==> src/rtl/lut_table_loader_pkg.sv <==
// ---------------------------------------------------------------------------
// lut_loader_pkg
//
// Shared definitions for the runtime-programmable LUT neuron (lut_table_loader)
// and its table storage (lut_table_ram).
//
// Contents:
//   load_state_t   : load FSM states {EMPTY, LOADING, READY}
//   calcNumWords() : number of config data words needed to fill one table
//   calcIdxWidth() : width of the beat index counter (must reach N, which is
//                    the position of the optional parity beat)
//   IDX_W          : index width for the default geometry (6-in, 1-out, 8-bit)
//
// Optional feature macro used by the top level: LUT_PARITY_EN
// ---------------------------------------------------------------------------
package lut_loader_pkg;

    typedef enum logic [1:0] {
        EMPTY   = 2'd0,
        LOADING = 2'd1,
        READY   = 2'd2
    } load_state_t;

    localparam int DEF_IN_BITS   = 6;
    localparam int DEF_OUT_BITS  = 1;
    localparam int DEF_WORD_BITS = 8;

    // The table holds 2^inBits entries of outBits each, streamed wordBits at
    // a time, so the word count is the total table size over the word width.
    function automatic int calcNumWords(input int inBits, input int outBits, input int wordBits);
        return ((1 << inBits) * outBits) / wordBits;
    endfunction

    // The index has to be able to hold N itself, not just N-1, because the
    // parity beat (when enabled) arrives at index N.
    function automatic int calcIdxWidth(input int numWords);
        return $clog2(numWords + 1);
    endfunction

    localparam int DEF_N_WORDS = calcNumWords(DEF_IN_BITS, DEF_OUT_BITS, DEF_WORD_BITS);
    localparam int IDX_W       = calcIdxWidth(DEF_N_WORDS);

endpackage

==> src/rtl/lut_table_ram.sv <==
// ---------------------------------------------------------------------------
// lut_table_ram
//
// Distributed table storage for one LUT neuron. The table is kept as one flat
// bit vector of 2^IN_BITS * OUT_BITS bits: config words land on word-aligned
// slices, lookups read OUT_BITS-wide entry slices. Read data is registered.
// The storage itself has no reset; only the read register is cleared so the
// neuron output is a known 0 out of reset.
//
// Ports:
//   clk        in   system clock
//   rst        in   asynchronous active-high reset (read register only)
//   i_wr_en    in   write one config word
//   i_wr_addr  in   word index being written
//   i_wr_data  in   config word, LSB maps to the lowest table bit of the slice
//   i_rd_en    in   capture the addressed entry into the read register
//   i_rd_addr  in   entry address (neuron input vector)
//   o_rd_data  out  registered entry
// ---------------------------------------------------------------------------
module lut_table_ram
    import lut_loader_pkg::*;
#(
    parameter int IN_BITS   = 6,
    parameter int OUT_BITS  = 1,
    parameter int WORD_BITS = 8,
    parameter int WADDR_W   = 3
) (
    input  logic                 clk,
    input  logic                 rst,
    input  logic                 i_wr_en,
    input  logic [WADDR_W-1:0]   i_wr_addr,
    input  logic [WORD_BITS-1:0] i_wr_data,
    input  logic                 i_rd_en,
    input  logic [IN_BITS-1:0]   i_rd_addr,
    output logic [OUT_BITS-1:0]  o_rd_data
);

    localparam int N_WORDS    = calcNumWords(IN_BITS, OUT_BITS, WORD_BITS);
    localparam int TABLE_BITS = N_WORDS * WORD_BITS;

    (* ram_style = "distributed", rom_style = "distributed" *)
    logic [TABLE_BITS-1:0] r_bits;
    logic [OUT_BITS-1:0]   r_rdData;

    // Write port: each accepted config word overwrites its word-aligned slice.
    // Kept reset-free so it maps onto distributed RAM.
    always_ff @(posedge clk) begin
        if (i_wr_en) begin
            r_bits[int'(i_wr_addr) * WORD_BITS +: WORD_BITS] <= i_wr_data;
        end
    end

    // Read port: a lookup registers its entry and the value holds until the
    // next lookup, giving the one-cycle lookup latency.
    always_ff @(posedge clk or posedge rst) begin
        if (rst) begin
            r_rdData <= '0;
        end else if (i_rd_en) begin
            r_rdData <= r_bits[int'(i_rd_addr) * OUT_BITS +: OUT_BITS];
        end
    end

    assign o_rd_data = r_rdData;

endmodule

==> src/rtl/lut_table_loader.sv <==
// ---------------------------------------------------------------------------
// lut_table_loader
//
// Runtime-programmable LUT neuron. A truth table arrives as a valid/ready word
// stream (word k fills table bits [k*WORD_BITS +: WORD_BITS], LSB first); once
// a well-formed load completes the block answers registered lookups.
//
// Ports:
//   clk          in   system clock
//   rst          in   asynchronous active-high reset
//   i_cfg_valid  in   config word present
//   o_cfg_ready  out  config word accepted (1 in every state once out of reset)
//   i_cfg_data   in   config word
//   i_cfg_last   in   final word of a table load
//   i_in_valid   in   lookup request (dropped unless READY and no config beat)
//   i_in_data    in   lookup address
//   o_out_valid  out  lookup result valid, one cycle after the request
//   o_out_data   out  table entry for the requested address
//   o_loaded     out  table complete and usable
//   o_err        out  one-cycle pulse on a malformed load
//
// Optional feature: define LUT_PARITY_EN to require an extra final beat
// carrying the XOR of all data words. That beat is checked, never stored.
// ---------------------------------------------------------------------------
module lut_table_loader
    import lut_loader_pkg::*;
#(
    parameter int IN_BITS   = 6,
    parameter int OUT_BITS  = 1,
    parameter int WORD_BITS = 8
) (
    input  logic                 clk,
    input  logic                 rst,
    input  logic                 i_cfg_valid,
    output logic                 o_cfg_ready,
    input  logic [WORD_BITS-1:0] i_cfg_data,
    input  logic                 i_cfg_last,
    input  logic                 i_in_valid,
    input  logic [IN_BITS-1:0]   i_in_data,
    output logic                 o_out_valid,
    output logic [OUT_BITS-1:0]  o_out_data,
    output logic                 o_loaded,
    output logic                 o_err
);

    localparam int N_WORDS = calcNumWords(IN_BITS, OUT_BITS, WORD_BITS);
    localparam int LOC_IDX_W = calcIdxWidth(N_WORDS);
    localparam int WADDR_W = (N_WORDS > 1) ? $clog2(N_WORDS) : 1;

`ifdef LUT_PARITY_EN
    localparam int FINAL_BEAT = N_WORDS;
`else
    localparam int FINAL_BEAT = N_WORDS - 1;
`endif

    localparam logic [LOC_IDX_W-1:0] FINAL_IDX = LOC_IDX_W'(FINAL_BEAT);

    load_state_t            r_state;
    load_state_t            w_nextState;
    logic [LOC_IDX_W-1:0]   r_idx;
    logic [LOC_IDX_W-1:0]   w_nextIdx;
    logic [LOC_IDX_W-1:0]   w_curIdx;
    logic                   r_cfgReady;
    logic                   r_outValid;
    logic                   r_err;
    logic                   w_errNext;
    logic                   w_beat;
    logic                   w_isFinal;
    logic                   w_wrEn;
    logic                   w_lookup;
    logic                   w_parityOk;
    logic [WADDR_W-1:0]     w_wrAddr;

`ifdef LUT_PARITY_EN
    localparam logic [LOC_IDX_W-1:0] LAST_DATA_IDX = LOC_IDX_W'(N_WORDS - 1);

    logic [WORD_BITS-1:0]   r_parity;
    logic [WORD_BITS-1:0]   w_parityAcc;
    logic [WORD_BITS-1:0]   w_parityNext;
`endif

    assign w_beat   = i_cfg_valid && r_cfgReady;
    assign w_wrAddr = w_curIdx[WADDR_W-1:0];

    // A beat from EMPTY or READY is always word 0 of a fresh load, so the
    // working index only comes from the counter while LOADING.
    assign w_curIdx  = (r_state == LOADING) ? r_idx : '0;
    assign w_isFinal = (w_curIdx == FINAL_IDX);

    // Lookups never stall anything: they are simply ignored unless the table
    // is valid and no config beat is touching it this cycle.
    assign w_lookup = i_in_valid && (r_state == READY) && !w_beat;

`ifdef LUT_PARITY_EN
    // The running XOR restarts with each fresh load. The parity beat itself
    // sits past the last data index and is never written to the table.
    assign w_parityAcc  = (r_state == LOADING) ? r_parity : '0;
    assign w_parityNext = w_parityAcc ^ i_cfg_data;
    assign w_parityOk   = (w_parityAcc == i_cfg_data);
    assign w_wrEn       = w_beat && (w_curIdx <= LAST_DATA_IDX);
`else
    assign w_parityOk   = 1'b1;
    assign w_wrEn       = w_beat;
`endif

    // Next-state logic for the load FSM. A load finishes only when cfg_last
    // and the final index coincide (and parity matches when enabled); any
    // other combination involving cfg_last or the final index is malformed,
    // flags an error and throws the table away.
    always_comb begin
        w_nextState = r_state;
        w_nextIdx   = r_idx;
        w_errNext   = 1'b0;
        if (w_beat) begin
            if (i_cfg_last && w_isFinal && w_parityOk) begin
                w_nextState = READY;
                w_nextIdx   = '0;
            end else if (i_cfg_last || w_isFinal) begin
                w_nextState = EMPTY;
                w_nextIdx   = '0;
                w_errNext   = 1'b1;
            end else begin
                w_nextState = LOADING;
                w_nextIdx   = w_curIdx + 1'b1;
            end
        end
    end

    // State, index and handshake registers. cfg_ready is held low during
    // reset and comes up on the first clock edge after reset is released.
    always_ff @(posedge clk or posedge rst) begin
        if (rst) begin
            r_state    <= EMPTY;
            r_idx      <= '0;
            r_cfgReady <= 1'b0;
            r_outValid <= 1'b0;
            r_err      <= 1'b0;
        end else begin
            r_state    <= w_nextState;
            r_idx      <= w_nextIdx;
            r_cfgReady <= 1'b1;
            r_outValid <= w_lookup;
            r_err      <= w_errNext;
        end
    end

`ifdef LUT_PARITY_EN
    // Parity accumulator follows every accepted beat; it is reseeded by the
    // first beat of each load through w_parityAcc, so no explicit clear.
    always_ff @(posedge clk or posedge rst) begin
        if (rst) begin
            r_parity <= '0;
        end else if (w_beat) begin
            r_parity <= w_parityNext;
        end
    end
`endif

    // Table storage with word-wide writes and a registered entry read.
    lut_table_ram #(
        .IN_BITS   (IN_BITS),
        .OUT_BITS  (OUT_BITS),
        .WORD_BITS (WORD_BITS),
        .WADDR_W   (WADDR_W)
    ) u_ram (
        .clk       (clk),
        .rst       (rst),
        .i_wr_en   (w_wrEn),
        .i_wr_addr (w_wrAddr),
        .i_wr_data (i_cfg_data),
        .i_rd_en   (w_lookup),
        .i_rd_addr (i_in_data),
        .o_rd_data (o_out_data)
    );

    assign o_cfg_ready = r_cfgReady;
    assign o_out_valid = r_outValid;
    assign o_loaded    = (r_state == READY);
    assign o_err       = r_err;

endmodule

==> config.mk <==
export PLATFORM = sky130hd
export DESIGN_NAME = lut_table_loader
export DESIGN_NICKNAME = d
export VERILOG_FILES = /design/src/rtl/lut_table_loader_pkg.sv /design/src/rtl/lut_table_ram.sv /design/src/rtl/lut_table_loader.sv
export SDC_FILE = /design/constraint.sdc
export NUM_CORES = 1
export LEC_CHECK = 0
export BUFFER_PORTS_ARGS = -buffer_cell sky130_fd_sc_hd__buf_4
export CORE_AREA = 2 2 110 112
export DETAILED_ROUTE_END_ITERATION = 6
export DIE_AREA = 0 0 112 114
export GPL_TIMING_DRIVEN = 0
export PLACE_DENSITY = 0.52
export SETUP_SLACK_MARGIN = 0.3
export SLEW_MARGIN = 5
export SYNTH_ARGS = -nofsm -noshare
export SYNTH_HDL_FRONTEND = slang
export SYNTH_HIERARCHICAL = 1
export SYNTH_SLANG_ARGS = --single-unit
==> constraint.sdc <==
create_clock -name clk -period 5.05 [get_ports clk]
set_input_delay 0.2525 -clock clk [delete_from_list [all_inputs] [get_ports clk]]
set_output_delay 0.2525 -clock clk [all_outputs]
set_load 0.03 [all_outputs]
==> run metrics <==
outcome finished clean; crit path time final 3.288 ns; Least-Margin Pin Slew 0.8514 ns; Design Area, Final 4280 sq um; syn_nets 304; number of flops mapped to enable cells by yosys 64; dominant register cell in the synthesized netlist edfxtp_1; ANT cells 0; Final setup viols 0; post-synthesis sequential area ratio 0.5962; multi-input logic area 1351 sq um; switch share 0.2205; maximum vdd drop 0.0001139 V; Area Overhead vs Synth 17.48%; postcts setup bufs 0; total die area 12770 sq um; port bufs 21; area leader, netlist edfxtp_1; antenna viol nets, final 0; Max clock buf depth 2; Die Ht 114 microns; NetSw 0.3072 mW; Wirelength per Cell 16.48 microns; Synth top area share 0.5275; area post-placement 3999 sq um; reg2reg end u_ram/r_bits[33]$_DFFE_PP_; Reg2Reg Setup Slack 1.76 ns; crit start category flop; FILL cells 1188; max-cap violations 0; dpl hpwl 5661 microns; clk sinks 74; top-count cell post-synth edfxtp_1; share of power burned in registers 0.487; Setup CP Type reg2reg; number of detailed-route iterations in the first pass 4; DRT iter0 DRCs 109; worst min path class in2reg; nets 338; RSZ-0062 raised after global routing no; mapped cell area 3643 sq um; r2r startpoint r_state[1]$_DFFE_PP0P_; Clk network pwr share 0.420; global route overflow 0; Resized cells post-CTS 0; Skew-Pair Late Insertion Delay 0.32 ns; Max Freq 304.2 MHz; Slew Viols, Final 0; Max stage delay on crit path 0.66 ns; DRC Markers 0; Req. time, crit path 5.24 ns; Die W 112 microns; Ports 24; WP data arrival 3.48 ns; FP Rows 40; Async SR Flop Fraction 0.1351; syn avg cell area 13.25 sq um; WHS Endpoint u_ram/o_rd_data$_DFFE_PP0P_; sequential cell area 2172 sq um; first-pass GRT wire length 12620 microns; H-tree depth 3; pin count of the biggest net entering global routing 13; Post-CTS Hold Fix Bufs 1; vias in the first global route 2313; P per Cell Area 325.5 nW/um^2; top cells by area, synth edfxtp_1 (53%), dfrtp_1 (6.9%), and2_1 (5.8%); top post-synthesis cells by count edfxtp_1 (64), nor2_1 (36), and2_1 (34); Yosys reg bits 74; skew final 0.004196 ns; Max FO, Critical Path 12; layout cells sized above 1 0.1529; final WL 7596 microns; CTS tree yes; critical path's most frequent cell ha_1; clock root cell clkbuf_16; Final Hold Fails 0; Reg clk slew, reported paths 0.06 ns; Slowest-stage cell, CP nor3_1; Top delay family on crit path simple AND/OR/NAND/NOR gates; Gate Count Post-Synth 275; final period utilization 0.6511; Core Area 11710 sq um; endpoint type of the worst setup path flop; P_int 1.086 mW; yosys warns 6; Hold Path Stages 2; TritonCTS Buffers 9; DR vias 2194; hold_sp i_in_data[3]; Initial Util 0.3111; Synth cell types 40; setup TNS 0 ns; Final Wtd Congestion 0.8343; cell depth of the worst flop-to-flop path 9; sum of buffers and inverters on the critical path 2; initial antenna violation count 0; CP Cell Sequence and3b_1 -> inv_1 -> ha_1 -> ha_1 -> nor2b_1 -> nand2b_1 -> buf_2 -> nor3_1 -> and2_1; via/cell ratio 4.759; Logic pwr share 0.093; leakage 1.629 nW; GRT Util Overall 0.1311; max_slew headroom 0.4280
==> sequential cells by signal (all words and copies together), names as in the netlist <==
signal and cells:
o_cfg_ready 1, o_out_valid 1, o_err 1, r_state 2, u_ram/r_bits 64, r_idx 4
u_ram/o_rd_data 1
==> layout make-up <==
cell class              count  area share
plain buffers               9     0.01900
clock buffers              16     0.06343
inverters                  12     0.01052
multi-input cells         180      0.3157
flip-flops and latches     74      0.5075
well taps                 147     0.04297
repair buffers             23     0.04092
==> per-stage QoR <==
step	power (mW)	hold slack, ns	instances	worst slack [ns]	util
global placement	0.8187	0.1432	443	0.9341	0.3403
CTS	1.410	0.1281	461	1.757	0.3655
global route	1.455	0.1267	461	1.465	0.3655
detailed placement	0.8214	0.1430	444	1.773	0.3415
floorplan	0.7743	-0.01879	275	1.756	-
finish	1.393	0.1323	461	1.762	0.3655
==> layout by cell type, fill, tap and decap left out, types with 9 or more instances in the layout <==
cell type | synthesis | final
nand2_1 | 16 | 16
buf_4 | 3 | 25
and2_1 | 34 | 34
dfrtp_1 | 10 | 10
inv_1 | 12 | 12
ha_1 | 10 | 10
clkbuf_16 | 0 | 9
and3_1 | 9 | 9
edfxtp_1 | 64 | 64
nor2_1 | 36 | 36
mux2i_1 | 20 | 20
==> cell families after synthesis <==
kind of cell / count (synthesis) / synth area share
adder cells (fa/ha/maj): 10 / 0.03434
AO/OA/AOI/OAI: 16 / 0.03469
other: 1 / 0.001029
flip-flops: 74 / 0.5962
buffers and inverters: 21 / 0.03468
AND/OR/NAND/NOR: 122 / 0.1751
multiplexers: 31 / 0.1240
==> power groups by stage <==
stage | logic, mW | registers [mW] | clock network, mW
5_1_grt | 0.144 | 0.679 | 0.631
6_report | 0.129 | 0.678 | 0.586
3_5_place_dp | 0.131 | 0.691 | 0
4_1_cts | 0.132 | 0.678 | 0.600
2_1_floorplan | 0.0838 | 0.691 | 0
3_3_place_gp | 0.128 | 0.690 | 0
==> how the worst max path moves through the flow <==
stage,startpoint,end,slack (ns),depth (start not counted)
after floorplan,r_state[1]$_DFFE_PP0P_,u_ram/r_bits[32]$_DFFE_PP_,1.76,8
after global placement,r_state[1]$_DFFE_PP0P_,u_ram/r_bits[37]$_DFFE_PP_,0.93,8
after detailed placement,r_state[1]$_DFFE_PP0P_,u_ram/r_bits[33]$_DFFE_PP_,1.77,9
after CTS,r_state[1]$_DFFE_PP0P_,u_ram/r_bits[33]$_DFFE_PP_,1.76,9
after global routing,r_state[1]$_DFFE_PP0P_,u_ram/r_bits[17]$_DFFE_PP_,1.47,8
final,r_state[1]$_DFFE_PP0P_,u_ram/r_bits[33]$_DFFE_PP_,1.76,9
==> routing by layer <==
layer	wire length (microns)	GRT usage	share of wire
met4	97	0.04634	0.013
met2	3736	0.2198	0.49
met1	3355	0.1673	0.44
met3	407	0.03135	0.054
met5	0	0	0
Note: power is estimated with default switching activity, not from simulation.
